`config.mk`:
```
export PLATFORM = sky130hd
export DESIGN_NAME = alien_fire_scheduler
export DESIGN_NICKNAME = d
export VERILOG_FILES = /design/src/rtl/alien_fire_scheduler.sv
export SDC_FILE = /design/constraint.sdc
export NUM_CORES = 1
export LEC_CHECK = 0
export BUFFER_PORTS_ARGS = -buffer_cell sky130_fd_sc_hd__buf_2
export CORE_ASPECT_RATIO = 1.5
export CORE_UTILIZATION = 54
export CTS_CLUSTER_DIAMETER = 200
export CTS_CLUSTER_SIZE = 28
export DETAILED_ROUTE_END_ITERATION = 10
export PLACE_DENSITY = 0.79
export SYNTH_ARGS = -nofsm -noshare
export SYNTH_HDL_FRONTEND = slang
export SYNTH_SLANG_ARGS = --single-unit
```
`constraint.sdc`:
```
create_clock -name clk -period 3.25 [get_ports clk]
set_clock_uncertainty 0.05 [all_clocks]
set_input_delay 0.65 -clock clk [delete_from_list [all_inputs] [get_ports clk]]
set_output_delay 0.65 -clock clk [all_outputs]
set_load 0.05 [all_outputs]
```
`src/rtl/alien_fire_scheduler.sv`:
```
// Alien swarm fire scheduler: frame cooldown, LFSR column pick, column query, shot-slot launch.
// Build option ALIEN_FIRE_SPEEDUP_EN: cooldown reload shortens as the swarm thins out.
module alien_fire_scheduler #(
    parameter int          NUM_SLOTS     = 3,
    parameter int          NUM_COLS      = 11,
    parameter logic [7:0]  BASE_COOLDOWN = 8'd40,
    parameter logic [10:0] X_OFFSET      = 11'd14,
    parameter logic [10:0] Y_OFFSET      = 11'd16
) (
    input  logic                 clk,
    input  logic                 reset,
    input  logic                 startOfFrame,
    input  logic                 playGame,
    input  logic [NUM_SLOTS-1:0] slotFree,
    input  logic                 colAck,
    input  logic                 colHasAlien,
    input  logic [10:0]          colX,
    input  logic [10:0]          colBottomY,
    input  logic [5:0]           aliensLeft,
    output logic                 colReq,
    output logic [3:0]           colIdx,
    output logic [NUM_SLOTS-1:0] launch,
    output logic [10:0]          launchX,
    output logic [10:0]          launchY,
    output logic                 busy
);
    localparam logic [3:0] LAST_COL  = 4'(NUM_COLS - 1);
    localparam logic [4:0] COLS_WIDE = 5'(NUM_COLS);

    typedef enum logic [2:0] {IDLE, PICK, QUERY, GAP, CALC, LAUNCH, ABANDON} fireState;

    fireState    stateReg, stateNext;
    logic [9:0]  lfsrReg;
    logic [7:0]  cooldownReg, cooldownNext, reloadValue;
    logic [3:0]  colIdxReg, colIdxNext, triesReg, triesNext, pickIdx;
    logic [10:0] capXReg, capYReg, launchXReg, launchYReg, satX, satY;
    logic [11:0] sumX, sumY;
    logic        captureEn, reloadEn, canFire, inLaunch;

`ifdef ALIEN_FIRE_SPEEDUP_EN
    localparam logic [7:0] HALF_COOLDOWN    = BASE_COOLDOWN >> 1;
    localparam logic [7:0] QUARTER_RAW      = BASE_COOLDOWN >> 2;
    localparam logic [7:0] QUARTER_COOLDOWN = (QUARTER_RAW == 8'd0) ? 8'd1 : QUARTER_RAW;

    always_comb begin
        reloadValue = BASE_COOLDOWN;
        if (aliensLeft < 6'd6)
            reloadValue = QUARTER_COOLDOWN;
        else if (aliensLeft < 6'd16)
            reloadValue = HALF_COOLDOWN;
    end
    // An empty swarm never fires.
    assign canFire = (aliensLeft != 6'd0);
`else
    logic unusedAliens;
    assign unusedAliens = ^aliensLeft;
    assign reloadValue  = BASE_COOLDOWN;
    assign canFire      = 1'b1;
`endif

    // Fold the 4-bit LFSR slice into 0..NUM_COLS-1 with a single subtract.
    assign pickIdx = ({1'b0, lfsrReg[3:0]} >= COLS_WIDE) ? (lfsrReg[3:0] - COLS_WIDE[3:0])
                                                        : lfsrReg[3:0];

    assign sumX = {1'b0, capXReg} + {1'b0, X_OFFSET};
    assign sumY = {1'b0, capYReg} + {1'b0, Y_OFFSET};
    assign satX = sumX[11] ? 11'h7FF : sumX[10:0];
    assign satY = sumY[11] ? 11'h7FF : sumY[10:0];

    always_comb begin
        stateNext  = stateReg;
        colIdxNext = colIdxReg;
        triesNext  = triesReg;
        captureEn  = 1'b0;
        reloadEn   = 1'b0;
        if (!playGame) begin
            stateNext = IDLE;
        end else begin
            case (stateReg)
                IDLE: begin
                    if (cooldownReg == 8'd0 && |slotFree && canFire)
                        stateNext = PICK;
                end
                PICK: begin
                    colIdxNext = pickIdx;
                    triesNext  = 4'd0;
                    stateNext  = QUERY;
                end
                QUERY: begin
                    if (colAck) begin
                        if (colHasAlien) begin
                            captureEn = 1'b1;
                            stateNext = CALC;
                        end else if (triesReg == LAST_COL) begin
                            stateNext = ABANDON;
                        end else begin
                            triesNext  = triesReg + 4'd1;
                            colIdxNext = (colIdxReg == LAST_COL) ? 4'd0 : colIdxReg + 4'd1;
                            stateNext  = GAP;
                        end
                    end
                end
                GAP:     stateNext = QUERY;
                CALC:    stateNext = LAUNCH;
                LAUNCH, ABANDON: begin
                    reloadEn  = 1'b1;
                    stateNext = IDLE;
                end
                default: stateNext = IDLE;
            endcase
        end
    end

    // Reload takes priority over a coincident frame tick.
    always_comb begin
        cooldownNext = cooldownReg;
        if (!playGame)
            cooldownNext = BASE_COOLDOWN;
        else if (reloadEn)
            cooldownNext = reloadValue;
        else if (startOfFrame && cooldownReg != 8'd0)
            cooldownNext = cooldownReg - 8'd1;
    end

    always_ff @(posedge clk or posedge reset) begin
        if (reset) begin
            stateReg    <= IDLE;
            lfsrReg     <= 10'h2A5;
            cooldownReg <= BASE_COOLDOWN;
            colIdxReg   <= 4'd0;
            triesReg    <= 4'd0;
            capXReg     <= 11'd0;
            capYReg     <= 11'd0;
            launchXReg  <= 11'd0;
            launchYReg  <= 11'd0;
        end else begin
            stateReg    <= stateNext;
            lfsrReg     <= {lfsrReg[8:0], lfsrReg[9] ^ lfsrReg[6]};
            cooldownReg <= cooldownNext;
            colIdxReg   <= colIdxNext;
            triesReg    <= triesNext;
            if (captureEn) begin
                capXReg <= colX;
                capYReg <= colBottomY;
            end
            launchXReg  <= (stateNext == LAUNCH) ? satX : 11'd0;
            launchYReg  <= (stateNext == LAUNCH) ? satY : 11'd0;
        end
    end

    assign inLaunch = (stateReg == LAUNCH);

    // Lowest-index free slot wins the shot.
    generate
        for (genvar gi = 0; gi < NUM_SLOTS; gi++) begin : gSlot
            if (gi == 0) begin : gFirst
                assign launch[gi] = inLaunch & slotFree[gi];
            end else begin : gRest
                assign launch[gi] = inLaunch & slotFree[gi] & ~|slotFree[gi-1:0];
            end
        end
    endgenerate

    assign colReq  = (stateReg == QUERY);
    assign colIdx  = colIdxReg;
    assign launchX = launchXReg;
    assign launchY = launchYReg;
    assign busy    = (stateReg != IDLE);
endmodule

```
==> reports/metrics.yaml, run 1 <==
place:
  port_buffers: 61
  postPlaceCellArea_um2: 3700
  place_congestion: 0.836
  dp_hpwl_mm: 4.60
  dp_slack_ns: 0.895
die:
  core_um2: 5910
  io_pins: 68
  start_util_pct: 56.7
  fp-row-count: 34
  die_w_um: 66.3
  die_area_um2: 6540
  die_h_um: 98.5
worst_setup_path:
  endpoint_kind: "output port"
  startpoint_type: "flip-flop"
  critical_path.max_fanout: 15
  required_ns: 2.55
  worstPathArrival_ns: 2.03
  reg2reg_setup_slack_ns: 1.06
  crit_type: "reg2out"
power:
  irDropWorstVdd_mv: 0.384
  p_leak_uw: 0.00194
  power_density_nw_per_um2: 476
  p_total_uw: 1870
layout:
  antenna-diode-count: 0
  drive_gt1_share_pct: 29.9
  final_nets: 414
  final_area_um2: 3920
  area_delta_synth_final_pct: 17.0
detailed_routing:
  ant_nets: 0
  wl_per_cell_um: 14.3
  firstDrtPassIters: 4
  drc: 0
  via_count: 2494
  viasPerCell: 5.58
  drt_iter0_markers: 185
  drt-total-wl_mm: 6.38
synth:
  synth_compound_area_share_pct: 12.4
  yosysTopAreaCell: "dfrtp_1"
  synth_xor_area_share_pct: 3.92
  syn_avg_cell_area_um2: 10.9
  syn-num-nets: 351
  synth_top_area_share_pct: 49.3
  synth_top_family_by_area: "simple AND/OR/NAND/NOR gates"
  async_reset_ff_share_pct: 100
  ys_top_cells_by_count: "dfrtp_1, nor2_1, a21oi_1"
  seq_area_frac_synth_pct: 54.7
  synthAdderAreaFrac_pct: 2.61
  synth_edf_count: 0
  ys_types: 56
  synthSimpleGateAreaFrac_pct: 16.3
  synthCells: 307
  synth_area_leaders: "dfrtp_1, mux2_2, dfstp_2"
  yosys-mux-area-fraction_pct: 6.64
  yosysMostFrequentCell: "dfrtp_1"
  synth_flop_cell: "dfrtp_1"
  ys_warn_count: 0
  syn_area_um2: 3350
  ys_ff_latch: 73
cts:
  cts_max_path_buffers: 2
  clock_latency_ns: 0.34
  cts.reportedPaths.clkPinSlew_ns: 0.07
  cts_hold_buf: 0
  cts_max_level: 3
  postCtsSetupBuffers: 0
  clock-sinks: 73
  numCtsBuffers: 9
  cts_tree: "yes"
  ctsResizeCount: 0
  cts_root_buffer: "clkbuf_8"
timing:
  setup_tns_ns: 0
  setup-violations-final: 0
  tightest_slew_ns: 0.742
  slew_headroom_pct: 50.4
  post-route-period-util_pct: 83.9
  fmax_mhz: 367
  layout_min_cycle_time_ns: 2.73
  hold_violations: 0
  rsz0062_at_grt: "false"
  holdWs_ns: 0.311
  slew_violations: 0
  fin_ws_ns: 0.524
grt:
  grt_max_degree: 35
  grt_overflow: 0
  grt_pass1_vias: 2438
  antenna_found_initial: 0
  grt_usage_pct: 21.8
  grt_pass1_wl_mm: 10.8
min_path:
  hold_class: "reg2reg"
outcome:
  status: "complete, no violations"
flow_run:
  cap_violations: 0
-- sequential cells by signal, indices dropped and copies added, names as in the netlist --
register and count:
capXReg 11, capYReg 11, colIdx 4, cooldownReg 8, launchX 11, launchY 11, lfsrReg 10, stateReg 3
triesReg 4
-- cell families after synthesis --
group,count (synthesis)
buffers and inverters,25
adder cells (fa/ha/maj),7
AND/OR/NAND/NOR,101
AO/OA/AOI/OAI,66
flip-flops,73
multiplexers,20
XOR/XNOR,15
-- cell usage in the layout, fill, tap and decap left out, drive strengths merged, types with 2 or more instances in the layout --
cell type  synthesis  routed
nand3b             2       2
inv               14      14
xnor2             10      10
mux2              18      18
and2               2       2
a31oi              6       6
mux2i              2       2
dfrtp             66      66
or2                2       2
nand2b             3       3
o22a               3       3
a41oi              2       2
dfstp              7       7
nor3               6       6
buf                6      63
nand2             21      21
or4                2       2
nor2b              6       6
nor4               2       2
and3               2       2
nand4              2       2
a311oi             3       3
a211oi             3       3
o211ai             2       2
xor2               5       5
clkinvlp           0       2
or3                2       2
nand3              9       9
ha                 7       7
nor2              28      28
nor3b              2       2
clkbuf             5      11
nor4b              3       3
o21ai             17      17
nor4bb             2       2
a21oi             22      22
bufinv             0       2
or3b               3       3
-- final timing paths --
kind / from / endpoint / depth (start not counted)
worst max-delay path: stateReg[1]$_DFF_PP0_ / colReq / 3
worst min-delay path: lfsrReg[8]$_DFF_PP0_ / lfsrReg[9]$_DFF_PP1_ / 0
worst max register to register: stateReg[1]$_DFF_PP0_ / capXReg[5]$_DFFE_PP0P_ / 3
worst min register to register: lfsrReg[8]$_DFF_PP0_ / lfsrReg[9]$_DFF_PP1_ / 0
max in group asynchronous: reset / lfsrReg[2]$_DFF_PP1_ / 3
min in group asynchronous: reset / capXReg[1]$_DFFE_PP0P_ / 2
-- layer usage --
| layer | vias up | wire length, um | global-route usage (%) |
|---|---|---|---|
| met5 | - | 0 | 0 |
| met4 | 0 | 162 | 10.6 |
| met3 | 13 | 306 | 4.98 |
| met2 | 66 | 3230 | 35.8 |
| met1 | 1196 | 2670 | 26.7 |
| li1 | 1219 | - | - |
-- final cells by class --
cell class / instances / area [um^2]
tap: 72 / 90.1
clock buffer: 11 / 141
timing repair buffer: 63 / 320
clock inverter: 5 / 80.1
fill: 445 / 1990
multi-input combinational: 209 / 1400
sequential: 73 / 1840
inverter: 14 / 52.6
-- power breakdown --
| part | leakage (uW) | switching [uW] | internal (uW) |
|---|---|---|---|
| registers | 0.000954 | 26.6 | 932 |
| clock network | 0.000106 | 323 | 452 |
| logic | 0.000884 | 79.7 | 53.9 |
-- critical path: stages (launching register included) --
cell and delay [ns]:
dfrtp_1 0.61, or3b_1 0.59, inv_2 0.20, buf_2 0.29
-- per-stage QoR --
stage | std cells | util (%)
6_report | 447 | 66.3
5_1_grt | 447 | 66.3
4_1_cts | 447 | 66.3
3_5_place_dp | 431 | 62.6
3_3_place_gp | 431 | 62.6
2_1_floorplan | 307 | -
(Power assumes the default switching activity.)
==> inputs of run 2 (changes only) <==
- clock period: 3.25 -> 2.68 ns (I/O delays scaled with it)
==> run 2 against run 1 <==
Compared with the run above:
- critical path depth stayed put
- global-route usage up 0.75 points
- final cell count unchanged
- via count fell by 0.20%
- non-clock buffer count did not move
- largest power group unchanged
==> reports/metrics.yaml, run 2 (same netlist as run 1, synthesis figures left out) <==
timing:
  layout_min_cycle_time_ns: 2.54
  tightest_slew_ns: 0.759
  slew_violations: 0
  slew_headroom_pct: 48.9
  post-route-period-util_pct: 94.8
  holdWs_ns: 0.170
  setup-violations-final: 0
  fmax_mhz: 394
  hold_violations: 0
  setup_tns_ns: 0
  rsz0062_at_grt: "false"
power:
  swShare_pct: 23.7
  irDropWorstVdd_mv: 0.498
  p_total_uw: 2260
  power_density_nw_per_um2: 573
  p_sw_uw: 535
  p_leak_uw: 0.00195
  internal_power_uw: 1720
  p_seq_share_pct: 51.4
  combinationalPowerShare_pct: 7.3
  p_clk_share_pct: 41.4
layout:
  final_area_um2: 3940
  area_delta_synth_final_pct: 17.5
  instances_no_fill: 447
  drive_gt1_share_pct: 30.1
  antenna-diode-count: 0
  final_nets: 414
  layout.cells.most_common: "dfrtp_1"
  layout_common_cells: "dfrtp_1, buf_2, nor2_1"
detailed_routing:
  drc: 0
  ant_nets: 0
  drt_iter0_markers: 157
  drt-total-wl_mm: 6.41
  wl_per_cell_um: 14.3
  via_count: 2489
  firstDrtPassIters: 4
  viasPerCell: 5.57
cts:
  cts_hold_buf: 0
  numCtsBuffers: 9
  cts_tree: "yes"
  cts_root_buffer: "clkbuf_8"
  clock_latency_ns: 0.33
  clock-sinks: 73
  postCtsSetupBuffers: 0
  cts_max_path_buffers: 2
  cts.reportedPaths.clkPinSlew_ns: 0.08
  cts_max_level: 3
  ctsResizeCount: 0
worst_setup_path:
  crit_buf_inv: 2
  crit_family: "simple AND/OR/NAND/NOR gates"
  worstPathArrival_ns: 1.95
  critical_path.max_fanout: 14
  endpoint_kind: "output port"
  required_ns: 2.09
  cp_cell_sequence: "or3b_1 > inv_2 > buf_2"
  cpPeakStageDelay_ns: 0.62
  crit_type: "reg2out"
  startpoint_type: "flip-flop"
  slowest_stage: "or3b_1"
die:
  io_pins: 68
  start_util_pct: 56.7
  core_um2: 5910
  die_h_um: 98.5
  die_w_um: 66.3
  die_area_um2: 6540
  fp-row-count: 34
place:
  postPlaceCellArea_um2: 3720
  dpl.cell_count: 431
  port_buffers: 61
  place_congestion: 0.799
  dp_hpwl_mm: 4.70
grt:
  grt_usage_pct: 22.6
  grt_util_met2_pct: 38.1
  grt_use_met3_pct: 6.02
  busiest_layer: "met2"
  grt_pass1_wl_mm: 11.2
  antenna_found_initial: 0
  grt_max_degree: 52
  grt_pass1_vias: 2557
  grt_overflow: 0
  grtUsageMet1_pct: 26.7
min_path:
  hold_class: "in2async"
outcome:
  status: "complete, no violations"
flow_run:
  cap_violations: 0
## run 2: cell count changes in the layout (fill, tap and decap cells not counted), sizes merged
cell,change
clkbuf,-1
clkinv,+1
## run 2: final timing paths
| kind | slack (ns) | to | startpoint | cells past startpoint |
|---|---|---|---|---|
| min in group clk | 0.31 | lfsrReg[9]$_DFF_PP1_ | lfsrReg[8]$_DFF_PP0_ | 0 |
| hold / removal | 0.17 | launchY[2]$_DFF_PP0_ | reset | 2 |
| hold reg to reg | 0.31 | lfsrReg[9]$_DFF_PP1_ | lfsrReg[8]$_DFF_PP0_ | 0 |
| setup reg to reg | 0.56 | capXReg[8]$_DFFE_PP0P_ | stateReg[0]$_DFF_PP0_ | 3 |
| setup / recovery | 0.14 | colReq | stateReg[0]$_DFF_PP0_ | 3 |
| max in group asynchronous | 1.72 | cooldownReg[5]$_DFFE_PP1P_ | reset | 3 |
## run 2: layout make-up
| class | instances | area, um^2 |
|---|---|---|
| Tap cell | 72 | 90.1 |
| Sequential cell | 73 | 1840 |
| Multi-Input combinational cell | 209 | 1410 |
| Inverter | 14 | 52.6 |
| Fill cell | 487 | 1970 |
| Timing Repair Buffer | 63 | 333 |
| Clock buffer | 10 | 128 |
| Clock inverter | 6 | 92.6 |
## run 2: metrics by stage
step                      worst slack, ns  util (%)
final                               0.140      66.6
after global routing               0.0311      66.6
after CTS                           0.137      66.6
after detailed placement            0.513      62.9
after global placement              0.516      62.9
after floorplan                    0.0973         -
## run 2: power groups by stage
stage | Combinational [uW] | Clock (uW) | Sequential [uW]
finish | 165 | 934 | 1160
CTS | 168 | 958 | 1160
global placement | 161 | 0 | 1180
floorplan | 94.1 | 0 | 1190
detailed placement | 167 | 0 | 1180
global route | 187 | 1000 | 1160
## run 2: layer usage
layer | share of wire, % | wire, um
met4 | 2.1 | 134
met1 | 40 | 2580
met3 | 4.0 | 258
met5 | 0 | 0
met2 | 54 | 3440
==> inputs of run 3 (changes only) <==
- RECOVER_POWER: not set -> 100
==> run 3 against run 2 <==
Compared with the run above:
- largest power group unchanged
- clock power about the same
- hold slack better by 0.14 ns
- total power down 0.32%
- clock-buffer cell count unchanged
- register-to-register slack worse by 0.17 ns
- worst setup slack better by 0.025 ns
- first-iteration DRC count up 18%
- utilization down 1.1 points
- via count up 0.60%
==> reports/metrics.yaml, run 3 (same netlist as run 1, synthesis figures left out) <==
detailed_routing:
  viasPerCell: 5.60
  via_count: 2504
  wl_per_cell_um: 14.4
  drt-total-wl_mm: 6.44
  drc: 0
  ant_nets: 0
  firstDrtPassIters: 4
  drt_iter0_markers: 185
layout:
  final_nets: 414
  layout_common_cells: "dfrtp_1, clkbuf_1, buf_2"
  drive_gt1_share_pct: 21.3
  fillCellCount: 502
  ff_latch_area_um2: 1840
  antenna-diode-count: 0
  multi_input_area_um2: 1390
  area_delta_synth_final_pct: 15.5
  layout.cells.most_common: "dfrtp_1"
place:
  dp_hpwl_mm: 4.70
  port_buffers: 61
  place_congestion: 0.799
min_path:
  hold_path_depth: 0
  hold_class: "reg2reg"
  hp-start: "lfsrReg[8]$_DFF_PP0_"
  min_to: "lfsrReg[9]$_DFF_PP1_"
grt:
  grt_usage_pct: 22.6
  grt_max_degree: 52
  antenna_found_initial: 0
  grt_pass1_vias: 2557
  grt_overflow: 0
  grt_pass1_wl_mm: 11.2
cts:
  cts_max_path_buffers: 2
  ctsResizeCount: 0
  clock-sinks: 73
  cts.reportedPaths.clkPinSlew_ns: 0.08
  cts_max_level: 3
  clock_latency_ns: 0.33
  cts_tree: "yes"
  cts_hold_buf: 0
  cts_root_buffer: "clkbuf_8"
  numCtsBuffers: 9
  postCtsSetupBuffers: 0
worst_setup_path:
  endpoint_kind: "output port"
  crit_type: "reg2out"
  r2r-start: "stateReg[0]$_DFF_PP0_"
  startpoint_type: "flip-flop"
  reg2reg_setup_slack_ns: 0.39
  r2r-end: "capXReg[8]$_DFFE_PP0P_"
  required_ns: 2.09
  critical_path.max_fanout: 14
  worstPathArrival_ns: 1.93
  rr_worst_depth: 3
timing:
  tightest_slew_ns: 1.20
  post-route-period-util_pct: 93.8
  rsz0062_at_grt: "false"
  slew_headroom_pct: 19.8
  hold_violations: 0
  layout_min_cycle_time_ns: 2.52
  slew_violations: 0
  setup-violations-final: 0
  setup_tns_ns: 0
  fmax_mhz: 398
  holdWs_ns: 0.310
die:
  core_um2: 5910
  io_pins: 68
  die_h_um: 98.5
  start_util_pct: 56.7
  die_w_um: 66.3
  die_area_um2: 6540
  fp-row-count: 34
outcome:
  status: "complete, no violations"
flow_run:
  cap_violations: 0
power:
  irDropWorstVdd_mv: 0.498
  p_leak_uw: 0.00179
  power_density_nw_per_um2: 581
run 3: cell types whose count changed in the layout (fill, tap and decap cells not counted), sizes merged:
cell and delta:
buf -33, clkbuf +33
run 3: area by class of cell:
type	instances	share of cell area, %
Sequential cell	73	47.4
Multi-Input combinational cell	209	36.0
Timing Repair Buffer	63	7.27
Clock buffer	10	3.29
Clock inverter	6	2.39
Tap cell	72	2.33
Inverter	14	1.36
run 3: worst max path at each step:
stage / startpoint / end / cells past startpoint
floorplan: stateReg[1]$_DFF_PP0_ / launch[1] / 4
global placement: stateReg[0]$_DFF_PP0_ / colReq / 3
detailed placement: stateReg[0]$_DFF_PP0_ / colReq / 3
CTS: stateReg[0]$_DFF_PP0_ / colReq / 3
global route: stateReg[0]$_DFF_PP0_ / colReq / 3
finish: stateReg[0]$_DFF_PP0_ / colReq / 3
run 3: report_power, final:
group	leakage, uW	total [uW]	internal (uW)	switching, uW
Sequential	0.000954	1160	1130	30.9
Clock	0.000103	932	527	405
Combinational	0.000733	159	62.4	96.8
Total	0.00179	2250	1720	533
run 3: per-layer routing:
layer  part of all wire [%]  wire length (um)  global-route usage, %
met1                     40              2600                   26.7
met2                     53              3430                   38.1
met3                    4.1               264                   6.02
met4                    2.1               135                   9.49
met5                      0                 0                      0
run 3: stage by stage:
| stage | setup slack, ns | util [%] | cell area [um^2] | total power [uW] | instances |
|---|---|---|---|---|---|
| floorplan | 0.0973 | - | 3360 | 1290 | 307 |
| global placement | 0.516 | 62.9 | 3720 | 1340 | 431 |
| detailed placement | 0.513 | 62.9 | 3720 | 1350 | 431 |
| CTS | 0.137 | 66.6 | 3940 | 2290 | 447 |
| global route | 0.0621 | 65.5 | 3870 | 2350 | 447 |
| finish | 0.165 | 65.5 | 3870 | 2250 | 447 |
run 3: critical path, stage by stage, from the launching register on:
cell	delay, ns
dfrtp_1	0.52
or3b_1	0.59
inv_2	0.19
clkbuf_2	0.30
